## config.mk

```make
export PLATFORM = sky130hd
export DESIGN_NAME = alu
export DESIGN_NICKNAME = d
export VERILOG_FILES = /design/src/rtl/tis_pkg.sv /design/src/rtl/sat_clamp.sv /design/src/rtl/alu.sv
export SDC_FILE = /design/constraint.sdc
export NUM_CORES = 1
export LEC_CHECK = 0
export CAP_MARGIN = 20
export CORE_MARGIN = 3
export CORE_UTILIZATION = 40
export DETAILED_ROUTE_END_ITERATION = 8
export GPL_ROUTABILITY_DRIVEN = 0
export PLACE_DENSITY = 0.71
export SETUP_SLACK_MARGIN = 0.2
export SYNTH_ARGS = -nofsm -noshare
export SYNTH_HDL_FRONTEND = slang
export SYNTH_SLANG_ARGS = --single-unit
```

## constraint.sdc

```tcl
create_clock -name clk -period 5.6 [get_ports clk]
set_input_delay 0.84 -clock clk [delete_from_list [all_inputs] [get_ports clk]]
set_output_delay 0.84 -clock clk [all_outputs]
set_load 0.05 [all_outputs]
```

## src/rtl/tis_pkg.sv

```systemverilog
// Shared definitions for the TIS-100 style execution node.
// Holds the node word geometry, the saturation magnitude, the ALU opcode
// encodings and the signed word types used across the node.
package tis_pkg;

  localparam int DATA_W  = 11;   // node word width, two's complement
  localparam int MAX_VAL = 999;  // node values live in [-MAX_VAL, +MAX_VAL]

  localparam logic [1:0] OP_ADD  = 2'b00;
  localparam logic [1:0] OP_SUB  = 2'b01;
  localparam logic [1:0] OP_NEG  = 2'b10;
  localparam logic [1:0] OP_PASS = 2'b11;

  // Node word, and the one-bit-wider word that holds any raw ALU result
  // exactly before clamping.
  typedef logic signed [DATA_W-1:0] word_t;
  typedef logic signed [DATA_W:0]   wide_t;

endpackage

```

## src/rtl/sat_clamp.sv

```systemverilog
// Saturating narrower for node values.
// Takes an exact (DATA_W+1)-bit signed value and clamps it into
// [-MAX_VAL, +MAX_VAL], returning a DATA_W-bit signed word.
// Shared by the ALU and the node I/O path.
//   din  : (DATA_W+1)-bit signed raw value
//   dout : DATA_W-bit signed saturated value
module sat_clamp
  import tis_pkg::*;
#(
  parameter int DW  = DATA_W,
  parameter int MAX = MAX_VAL
) (
  input  logic signed [DW:0]   din,
  output logic signed [DW-1:0] dout
);

  // Limits at the wide width for comparison, and at the output width for
  // driving the result.
  localparam logic signed [DW:0]   HI_W = (DW+1)'(MAX);
  localparam logic signed [DW:0]   LO_W = (DW+1)'(-MAX);
  localparam logic signed [DW-1:0] HI_N = DW'(MAX);
  localparam logic signed [DW-1:0] LO_N = DW'(-MAX);

  always_comb begin
    // NOTE: assigning a default first keeps every path driven, so no latch
    // is inferred if a branch is later edited out.
    dout = din[DW-1:0];
    if (din > HI_W)      dout = HI_N;
    else if (din < LO_W) dout = LO_N;
  end

endmodule

```

## src/rtl/alu.sv

```systemverilog
// Arithmetic unit of a TIS-100 style execution node.
// Combines the accumulator with a source operand, saturating the result to
// the node range. The result is offered combinationally for ACC write-back
// and as a registered copy for pipelined consumers.
//   clk   : rising-edge clock
//   rst   : synchronous active-high reset, clears out_q only
//   instr : 00 ADD, 01 SUB, 10 NEG, 11 PASS
//   acc   : accumulator operand, signed
//   src   : source operand, signed
//   en    : load enable for out_q
//   out   : combinational saturated result
//   out_q : registered copy of out
module alu
  import tis_pkg::*;
#(
  parameter int DW  = DATA_W,
  parameter int MAX = MAX_VAL
) (
  input  logic                 clk,
  input  logic                 rst,
  input  logic [1:0]           instr,
  input  logic signed [DW-1:0] acc,
  input  logic signed [DW-1:0] src,
  input  logic                 en,
  output logic signed [DW-1:0] out,
  output logic signed [DW-1:0] out_q
);

  // One extra bit is enough to hold every result exactly: the extremes are
  // -1024 - 1023 = -2047 and -(-1024) = +1024.
  logic signed [DW:0] acc_x;
  logic signed [DW:0] src_x;
  logic signed [DW:0] raw;

  assign acc_x = {acc[DW-1], acc};
  assign src_x = {src[DW-1], src};

  always_comb begin
    raw = '0;
    case (instr)
      OP_ADD:  raw = acc_x + src_x;
      OP_SUB:  raw = acc_x - src_x;
      OP_NEG:  raw = -acc_x;
      OP_PASS: raw = src_x;  // MOV-to-ACC; still clamped like everything else
    endcase
  end

  sat_clamp #(.DW(DW), .MAX(MAX)) u_clamp (
    .din  (raw),
    .dout (out)
  );

  always_ff @(posedge clk) begin
    // NOTE: state is updated with non-blocking assignments so every register
    // samples pre-edge values regardless of process ordering.
    if (rst)     out_q <= '0;
    else if (en) out_q <= out;
  end

endmodule

```

; ---- Word level (Yosys, flattened, before mapping)
; Cells that the tools add are included.
[totals]
reg_bits = 11
input_bits = 27
out_inout_bits = 22
word_cells = 13
[op_classes]
n_addsub = 3
order_cmp = 2
eq_ne = 3
muxes = 3
n_reduce_logical = 1
[ops]
columns = cell, n
row1 = $pmux W12 S4, 1
row2 = $mux W11, 2
row3 = $add A11 B11 Y12, 1
row4 = $gt A12 B11 Y1 const B, 1
row5 = $lt A12 B11 Y1 const B, 1
row6 = $neg A11 Y12, 1
row7 = $sub A11 B11 Y12, 1
row8 = $eq A2 B2 Y1 const B, 2
row9 = $eq A2 B1 Y1 const B, 1
row10 = $logic_not A2 Y1, 1

; ---- Logic depth before layout (Yosys ltp)
[depth]
ltp_word = 5
mapped_depth = 16
ltp_nobuf = 15

; ---- By module
; Synthesis repeated with hierarchy kept, for this count alone.
[hier_totals]
hier_cells = 237
area_unflattened_um2 = 1752.9
[modules_own_cells]
columns = mod, instances, cells_each, area_each_um2, seq_area_each_um2
row1 = alu, 1, 212, 1587.8, 220.2
row2 = sat_clamp, 1, 25, 165.2, 0.0

; ---- Least setup slack after synthesis
; OpenSTA, ideal clock, no wires.
[synth_path]
kind = input to output
start = input port src[5]
end = output port out[0]
t_arrival_ns = 4.122
required_time_ns = 4.760
setup_slack_ns = 0.638
stages = 13
path_cell_list = or3_1 > or3_1 > o21ai_0 > xor2_1 > ha_1 > nand4_1 > a21oi_1 > or4b_1 > and3_1 > clkbuf_2 > a41o_1 > and2_4 > or3_1
[synth_between]
elab_chain_cells = 5
elab_cells_between_ends = 7
cone_classes = add/sub (2) / order compare (2) / mux (3)
[synth_lines]
columns = item, line_no
row1 = from (decl), alu.sv:23  ; input logic signed [DW-1:0] src,
row2 = $sub A11 B11 Y12 / $add A11 B11 Y12 (equally long branches), "alu.sv:42, alu.sv:41"
row3 = $pmux W12 S4 *, alu.sv:40  ; case (instr)
row4 = $lt A12 B11 Y1, sat_clamp.sv:29  ; else if (din < LO_W) dout = LO_N;
row5 = $mux W11, sat_clamp.sv:29
row6 = $mux W11 *, sat_clamp.sv:28  ; if (din > HI_W) dout = HI_N;
row7 = to (decl), alu.sv:25  ; output logic signed [DW-1:0] out,
; Mark *: on every way between the ends. The rest lies on a longest branch, timed or not.

; ---- Final worst setup path
[layout_path]
start = input port src[3]
end = output port out[0]
; Same word-level chain as after synthesis.

==> qor.txt <==
Ranking of synthesized cells by area - dfxtp_1 11%, ha_1 8.1%, nor2_1 5.4%
Tot Pwr - 0.702 mW
Die H - 76.7 µm
GRT overflow - 0
Startpoint types - primary input
Initial antenna violation count - 0
Worst-Skew Late Latency - 0.24 ns
Port bufs - 48
Status - finished, final reports clean
Setup TNS - 0 ns
Max reg flops - 11
Synth area leader - dfxtp_1
Die area - 0.00589 mm²
Worst hold slack - 0.450 ns
Top delay family on crit path - simple AND/OR/NAND/NOR gates
Final std cells w/o fill - 389
Routed WL - 5.46 mm
Worst-Margin Slew - 0.585 ns
Share of cells above drive strength 1 - 0.220
Iter 0 DRT Violations - 69
Number of cells after detailed placement - 381
Mapped Nets - 308
Final #Nets - 364
All-Layer GR Usage - 0.178
WP data arrival - 4.44 ns
CTS tree - built
Longest Clk Path Bufs - 2
Area grow syn2layout - 42.7%
TritonRoute pass-1 iters - 4
WP data required - 4.76 ns
Crit path from - src[3]
Lkg Pwr - 1.16 nW
Clock Tree Root - clkbuf_8
Hold WC Path Type - flip-flop to flip-flop
Slew HR - 0.609
IO Pins - 49
Leading register cell type out of synthesis - dfxtp_1
RSZ-0062 raised after global routing - no
#FFs+latches synth - 11
Final Cycle Share - 0.943
Via-to-Cell Ratio - 5.63
N_diodes - 0
Final hold viol count - 0
Total number of vias - 2190
Routed Antenna Nets - 0
IR drop worst, VDD - 0.180 mV
Synth Instances - 267
CTS H-tree depth - 1
Core Area - 0.00479 mm²
Global-route wire length before repair - 8.88 mm
Minimum clock period - 5.28 ns
Slew Limit Fails - 0
Biggest regs - out_q: 11 flops
Syn Std Cell Area - 0.00200 mm²
Syn. warnings - 0
Pin count of the biggest net entering global routing - 30
DP Wirelength - 4.26 mm
Avg WL per Cell - 14.0 µm
Top cell type's share of synthesized area - 0.110
Final setup vio count - 0
Slowest cell on the critical path - or4b_1
Fraction of registers with async set/reset - 0
Kind of capture point of the worst setup path - output pin
Cts hold-fix bufs - 0
Power per Cell Area - 246 mW/mm²
Multi-input logic area - 0.00180 mm²
Max Cap Viol - 0
Netlist cell types - 65
Number of global-route vias before repair - 1991
Seq/Total Area, Yosys - 0.110
Register area - 220 µm²
Rows - 25
Max incr delay on CP - 0.52 ns
Initial cell density of the core - 0.418
Post-route DRC violation count - 0
Fillers - 436
CP bufs+invs - 2
F_max - 0.189 GHz
PnR worst setup slack - 0.321 ns
Post-synth EDFFs - 0
Most common cell in the netlist - nor2_1
Crit Reg-Reg Startpoint - out_q[0]
Dpl ws - 0.0925 ns
Clock Sinks - 11
Crit-path most repeated cell - or3_4
Reg with most FFs - out_q
Min-delay src - out_q[7]
Crit-path max FO - 7
Top post-synthesis cells by count - 29 x nor2_1, 22 x nand2_1, 17 x o21ai_0, 16 x a21oi_1, 14 x inv_1
Synthesized area per cell - 7.49 µm²
Reg clk slew, reported paths - 0.05 ns
WS Path Type - primary input to output pin
Worst path cell trace - clkdlybuf4s50_1 -> or3_4 -> or3_4 -> o21ai_4 -> xor2_2 -> ha_4 -> nand4_1 -> a21oi_1 -> or4b_1 -> and3_1 -> a41o_4 -> and2_4 -> or3_1 -> buf_6
TritonCTS Buffers - 3
Clock skew - 0 ns
Die width - 76.7 µm
## worst reg2reg max path: stages, from the launching register on
cell	delay [ns]
dfxtp_1	0.33
nor2_1	0.04
nor2_1	0.12
o31a_1	0.15
## report_power, final
part	switching [mW]	internal, mW	total, mW
Combinational	0.303	0.227	0.531
Clock	0.0299	0.0489	0.0788
Sequential	0.00447	0.0881	0.0926
## cells in the final DEF (no fill, tap or decap), drive strengths merged, types with 8 or more instances in the layout
| cell type | count |
|---|---|
| xnor2 | 9 |
| o21ai | 17 |
| buf | 25 |
| mux2i | 10 |
| nand2 | 24 |
| nor2 | 29 |
| dfxtp | 11 |
| xor2 | 9 |
| clkdlybuf4s50 | 33 |
| nor3 | 8 |
| ha | 13 |
| a21oi | 17 |
| inv | 14 |
## area by class of cell
cell class,instances,area share
flip-flops and latches,11,0.0771
well taps,67,0.0294
clock inverters,1,0.00175
clock buffers,3,0.0145
repair buffers,62,0.230
multi-input cells,231,0.629
inverters,14,0.0184
## metal layers
layer | share of wire | up-vias | track usage
met3 | 0.040 | 5 | 0.0340
met2 | 0.49 | 50 | 0.304
met5 | 0 | - | 0
met4 | 0.0070 | 0 | 0.0290
li1 | - | 1103 | -
met1 | 0.46 | 1032 | 0.235
## through the flow
step	utilization	instance area [µm²]
floorplan	-	2000
global placement	0.548	2620
detailed placement	0.548	2620
CTS	0.560	2680
global route	0.597	2860
finish	0.597	2860
## path summary, 6_finish.rpt
check             endpoint  slack (ns)  depth (start not counted)
setup / recovery    out[0]        0.32                         14
hold / removal    out_q[7]        0.45                          2
setup reg to reg  out_q[0]        4.91                          3
hold reg to reg   out_q[7]        0.45                          2
## cells by family (layout without fill, tap and decap cells)
family,after synthesis,count (layout),synth area share
buffers and inverters,26,80,0.0688
xor gates and xnor gates,18,18,0.0788
AOI/OAI and AO/OA,84,84,0.316
and+or+nand+nor,100,101,0.263
adders and majority gates,18,18,0.113
muxes,10,10,0.0500
DFF,11,11,0.110
## repair_timing
| action | CTS | global route |
|---|---|---|
| pin swaps | 1 | 7 |
| setup endpoints to repair | 7 | 9 |
| gates cloned | 0 | 1 |
| setup buffers | 0 | 3 |
| gates resized for setup | 6 | 32 |
No activity file was read; power rests on OpenSTA's default activity.
